## src/rtl/seq_onehot_decoder_pkg.sv

```systemverilog
// Shared constants and helpers for the one-hot decoder / scan walker.
package seq_onehot_decoder_pkg;

    localparam logic MODE_DIRECT = 1'b0;
    localparam logic MODE_SCAN   = 1'b1;

    function automatic int clog2(input int value);
        int result;
        int rem;
        result = 0;
        rem    = value - 1;
        while (rem > 0) begin
            result = result + 1;
            rem    = rem >> 1;
        end
        return result;
    endfunction

endpackage

```

## src/rtl/seq_onehot_decoder_if.sv

```systemverilog
// Control and output bundle of seq_onehot_decoder; master drives controls, slave is the decoder.
interface seq_onehot_decoder_if #(
    parameter int SEL_W = 3
);
    localparam int OUT_N = 2 ** SEL_W;

    logic             en;
    logic             mode;
    logic             load;
    logic [SEL_W-1:0] sel;
    logic [OUT_N-1:0] d;
    logic [SEL_W-1:0] idx;
    logic             valid;
    logic             wrap;

    modport master (
        output en, mode, load, sel,
        input  d, idx, valid, wrap
    );

    modport slave (
        input  en, mode, load, sel,
        output d, idx, valid, wrap
    );

endinterface

```

## src/rtl/seq_onehot_decoder_onehot_dec.sv

```systemverilog
// Combinational SEL_W-to-2^SEL_W one-hot decoder with enable.
module onehot_dec #(
    parameter int SEL_W = 3
) (
    input  logic [SEL_W-1:0]      sel_i,
    input  logic                  en_i,
    output logic [2**SEL_W-1:0]   onehot_o
);

    always_comb begin
        onehot_o = '0;
        if (en_i) begin
            onehot_o[sel_i] = 1'b1;
        end
    end

endmodule

```

## src/rtl/seq_onehot_decoder.sv

```systemverilog
// Registered one-hot decoder with DIRECT select and self-sequencing SCAN mode.
module seq_onehot_decoder
    import seq_onehot_decoder_pkg::*;
#(
    parameter int SEL_W = 3,
    parameter int STEP  = 4
) (
    input  logic                clk,
    input  logic                rst,
    seq_onehot_decoder_if.slave bus
);

    localparam int OUT_N = 2 ** SEL_W;
    localparam int PW    = (clog2(STEP) < 1) ? 1 : clog2(STEP);

    localparam logic [PW-1:0]    PRE_TC   = PW'(STEP - 1);
    localparam logic [SEL_W-1:0] IDX_LAST = SEL_W'(OUT_N - 1);

    logic [SEL_W-1:0] idx_q, idx_d;
    logic [PW-1:0]    pre_q, pre_d;
    logic             valid_q, valid_d;
    logic             wrap_q, wrap_d;

    always_comb begin
        idx_d   = idx_q;
        pre_d   = '0;
        valid_d = 1'b0;
        wrap_d  = 1'b0;
        if (bus.en) begin
            valid_d = 1'b1;
            if (bus.mode == MODE_DIRECT) begin
                idx_d = bus.sel;
            end else if (bus.load) begin
                idx_d = bus.sel;
            end else if (pre_q == PRE_TC) begin
                // Roll-over to 0 is the only advance that flags wrap.
                idx_d  = idx_q + SEL_W'(1);
                wrap_d = (idx_q == IDX_LAST);
            end else begin
                pre_d = pre_q + PW'(1);
            end
        end
    end

    always_ff @(posedge clk or posedge rst) begin
        if (rst) begin
            idx_q   <= '0;
            pre_q   <= '0;
            valid_q <= 1'b0;
            wrap_q  <= 1'b0;
        end else begin
            idx_q   <= idx_d;
            pre_q   <= pre_d;
            valid_q <= valid_d;
            wrap_q  <= wrap_d;
        end
    end

    onehot_dec #(
        .SEL_W (SEL_W)
    ) u_dec (
        .sel_i    (idx_q),
        .en_i     (valid_q),
        .onehot_o (bus.d)
    );

    assign bus.idx   = idx_q;
    assign bus.valid = valid_q;
    assign bus.wrap  = wrap_q;

endmodule

```

## src/flat_wrapper.sv

```systemverilog
// flat-port wrapper written by rule: the top's interface ports become plain ports
module seq_onehot_decoder_flat import seq_onehot_decoder_pkg::*;
#(
    parameter int SEL_W = 3,
    parameter int STEP  = 4
)
  (clk, rst, bus_en, bus_mode, bus_load, bus_sel, bus_d, bus_idx, bus_valid, bus_wrap);
  seq_onehot_decoder_if #(.SEL_W(SEL_W)) bus_i ();
  input  logic clk;
  input  logic rst;
  input wire logic [$bits(bus_i.en)-1:0] bus_en;
  input wire logic [$bits(bus_i.mode)-1:0] bus_mode;
  input wire logic [$bits(bus_i.load)-1:0] bus_load;
  input wire logic [$bits(bus_i.sel)-1:0] bus_sel;
  output wire logic [$bits(bus_i.d)-1:0] bus_d;
  output wire logic [$bits(bus_i.idx)-1:0] bus_idx;
  output wire logic [$bits(bus_i.valid)-1:0] bus_valid;
  output wire logic [$bits(bus_i.wrap)-1:0] bus_wrap;
  assign bus_i.en = bus_en;
  assign bus_i.mode = bus_mode;
  assign bus_i.load = bus_load;
  assign bus_i.sel = bus_sel;
  assign bus_d = bus_i.d;
  assign bus_idx = bus_i.idx;
  assign bus_valid = bus_i.valid;
  assign bus_wrap = bus_i.wrap;
  seq_onehot_decoder #(.SEL_W(SEL_W), .STEP(STEP)) u_core (.clk(clk), .rst(rst), .bus(bus_i));
endmodule
```

## config.mk

```make
export PLATFORM = sky130hd
export DESIGN_NAME = seq_onehot_decoder_flat
export DESIGN_NICKNAME = d
export VERILOG_FILES = /design/src/rtl/seq_onehot_decoder_pkg.sv /design/src/rtl/seq_onehot_decoder_if.sv /design/src/rtl/seq_onehot_decoder_onehot_dec.sv /design/src/rtl/seq_onehot_decoder.sv /design/src/flat_wrapper.sv
export SDC_FILE = /design/constraint.sdc
export NUM_CORES = 1
export LEC_CHECK = 0
export BUFFER_PORTS_ARGS = -buffer_cell sky130_fd_sc_hd__clkbuf_2
export CORE_MARGIN = 4
export CORE_UTILIZATION = 25
export CTS_BUF_LIST = sky130_fd_sc_hd__clkbuf_4 sky130_fd_sc_hd__clkbuf_8 sky130_fd_sc_hd__clkbuf_16
export DETAILED_ROUTE_END_ITERATION = 12
export GPL_TIMING_DRIVEN = 1
export PLACE_DENSITY = 0.56
export SLEW_MARGIN = 20
export SYNTH_ARGS = -nofsm -noshare
export SYNTH_HDL_FRONTEND = slang
export SYNTH_SLANG_ARGS = --single-unit
```

## constraint.sdc

```tcl
create_clock -name clk -period 1.5 [get_ports clk]
set_input_delay 0.3 -clock clk [delete_from_list [all_inputs] [get_ports clk]]
set_output_delay 0.3 -clock clk [all_outputs]
set_load 0.05 [all_outputs]
```

==> results.md <==
* Buffers on Ports at 20
* Clock power frac at 0.281
* Seq/Total Area, Yosys at 0.459
* Synth Area in Adders at 0.0984
* Final ANT Viol Nets at 0
* First-pass GRT wire length at ~1800 um
* Critical-path top delay cell: dfrtp_2
* CTS tree: built
* Largest family of logic cells by synthesized area: simple AND/OR/NAND/NOR gates
* Number of CTS-inserted buffers at 3
* Vias per inst at ~4.6
* GRT overflow at 0
* First-pass iteration count of the detailed router at 2
* Drc violations at 0
* Crit-path leading delay family: flip-flops
* Worst Setup Start Kind: register
* Mapped cell area at between 300 and 400 um2
* Final net count at 84
* Cell count after synthesis at 40
* Number of global-route vias before repair at 390
* Worst-path cell chain: nand2b_4 > nor2_2 > buf_8
* N_diodes at 0
* Final setup viols at 3
* Syn_area_per_cell at 9.54 um2
* Max-slew headroom at 0.815
* All-Layer GR Usage at 0.128
* Combinational power share at 0.396
* Initial antenna violation count at 0
* Failing checks: negative setup slack
* Slew @ Worst Pin at 0.277 ns
* Total chip power at between 700 and 800 uW
* Gpl congestion at 0.688
* Final WS setup at -0.0148 ns
* Clock Sink Count at 7
* DP HPWL at approximately 750 um
* Mux cell area share after synthesis at 0
* Maximum clock rate at 660 MHz
* Xor-xnor portion of the synthesized cell area at 0
* Worst path max stage delay at 0.44 ns
* RSZ-0062 raised after global routing: true
* Pwr Density at 931 nW/um2
* Area delta synth->final at 101%
* Worst EP required at 1.20 ns
* DIE AREA at approximately 2200 um2
* CTS clk-pin slew, worst paths at 0.06 ns
* Post-Route Skew at ~0.011 ns
* Buf/Inv on CP at 1
* Fin crit share at 1.01
* Final-report hold violation count at 0
* Core area at 1370 um2
* Simple-Gate Fraction of Synth Area at 0.266
* Outcome: finished with violations
* Max_cap viols at 0
* Distinct cells, synth at 13
* Clk root buf: clkbuf_4
* Die height at 47.1 um
* Switching Power at between 200 and 300 uW
* Wirelength per Cell at roughly 13 um
* Initial Utilization at 0.279
* Crit path kind: reg -> out
* Worst Hold Class: in -> reg
* Internal power at 442 uW
* P_leak at 0.372 nW
* Die W at around 47 um
* Synth Warn # at 0
* Via count at 400
* Pins Over Slew Limit at 0
* Wirelength, routed at 1110 um
* CP max FO at 5
* Sequential share of power at 0.323
* Max Buffers Root-to-Sink at 2
* Largest net degree at the start of global routing at 8
* Post-layout min period at 1.51 ns
* H-tree depth at 1
* DP Area at approximately 570 um2
* Hold WS at 0.228 ns
* Compound-Gate Fraction of Synth Area at 0.148
* 1st-iter DRT viols at 6
* CP endpoint kind: primary output
* Synthesized Nets at 51
* Post-route cell area at 766 um2
* Ports at 21
* Layout cells sized above 1 at 0.722
* Worst Path Arrival at 1.21 ns
* Rows at 13
* Synth Register Bits at 7
* Worst-Skew Late Latency at 0.27 ns
* VDD IR max at 0.662 mV
* Setup TNS at -0.0266 ns
* Sw frac at 0.379
## worst paths after layout
kind	startpoint	endpoint	slack, ns	depth (start not counted)
setup / recovery	u_core.bus.idx[2]	bus_d[3]	-0.01	3
hold / removal	bus_en	u_core.bus.valid	0.23	1
setup reg to reg	u_core.bus.idx[0]	u_core.bus.idx[2]	0.10	5
hold reg to reg	u_core.pre_q[0]	u_core.pre_q[0]	0.43	1
max in group asynchronous	rst	u_core.bus.idx[1]	0.76	3
min in group asynchronous	rst	u_core.pre_q[1]	0.49	3
## cell usage after synthesis
cell type  count  area (um2)
a21boi_2       1        11.3
a2bb2oi_1      3        26.3
and3_2         1        7.51
dfrtp_1        7         175
ha_1           3        37.5
inv_1          3        11.3
nand2_1        5        18.8
nand2b_1       2        12.5
nand3b_1       1        7.51
nor2_1         7        26.3
nor2b_4        1        13.8
nor3_1         3        15.0
o22ai_1        3        18.8
## final cells by class
cell class | instances | area (um2)
Clock buffer | 4 | 30.0
Fill cell | 124 | 601
Inverter | 3 | 11.3
Multi-Input combinational cell | 30 | 280
Sequential cell | 7 | 180
Tap cell | 15 | 18.8
Timing Repair Buffer | 28 | 245
## through the flow
step	cells	setup slack (ns)	util
after floorplan	40	-0.0804	-
after global placement	76	0.104	0.416
after detailed placement	76	0.0776	0.416
after CTS	86	-0.0217	0.543
after global routing	87	-0.0555	0.560
final	87	-0.0148	0.560
## state kept, by name, indices dropped and copies added, names as in the netlist
register          count
u_core.pre_q          2
u_core.bus.idx        3
u_core.bus.valid      1
u_core.bus.wrap       1
## repair_timing
item                       in CTS  in global routing
setup buffers                   5                  1
hold buffers                    1                  0
setup endpoints to repair       8                  8
resized for setup              23                  9
pin swaps                       2                  1
hold endpoints to repair        7                  0
## power groups by stage
stage	clock network, mW	registers [mW]	logic, mW
CTS	0.207	0.229	0.268
detailed placement	0	0.232	0.207
global placement	0	0.232	0.209
global route	0.221	0.232	0.301
floorplan	0	0.269	0.117
finish	0.200	0.230	0.282
## worst reg2reg max path: stages, from the launching register on
cell and delay [ns]:
dfrtp_2 0.49, buf_4 0.17, ha_1 0.19, ha_1 0.26, o22ai_1 0.11, a2bb2oi_1 0.08
## layout by cell type (no fill, tap or decap)
cell,n
clkbuf_2,12
buf_8,7
buf_4,6
nor2_4,4
clkbuf_4,4
dfrtp_2,4
o22ai_1,3
a2bb2oi_1,3
ha_1,3
dfrtp_1,3
inv_1,2
nand2_1,2
nand2_2,2
nand2b_4,2
nor3_4,2
nor2_2,2
nor2b_4,1
a21boi_2,1
nand3b_1,1
inv_2,1
nor3_1,1
nand2_4,1
nor2_1,1
and3_2,1
dlygate4sd3_1,1
clkbuf_8,1
buf_6,1
## routing by layer
layer / vias up / share of wire / GRT usage
li1: 205 / - / -
met1: 185 / 0.40 / 0.145
met2: 8 / 0.53 / 0.190
met3: 2 / 0.050 / 0.0498
met4: 0 / 0.020 / 0.0994
met5: - / 0 / 0
## cell families after synthesis
kind of cell,count (synthesis)
AOI/OAI and AO/OA,7
and+or+nand+nor,20
buffers and inverters,3
adders and majority gates,3
DFF,7
No activity file was read; power rests on OpenSTA's default activity.
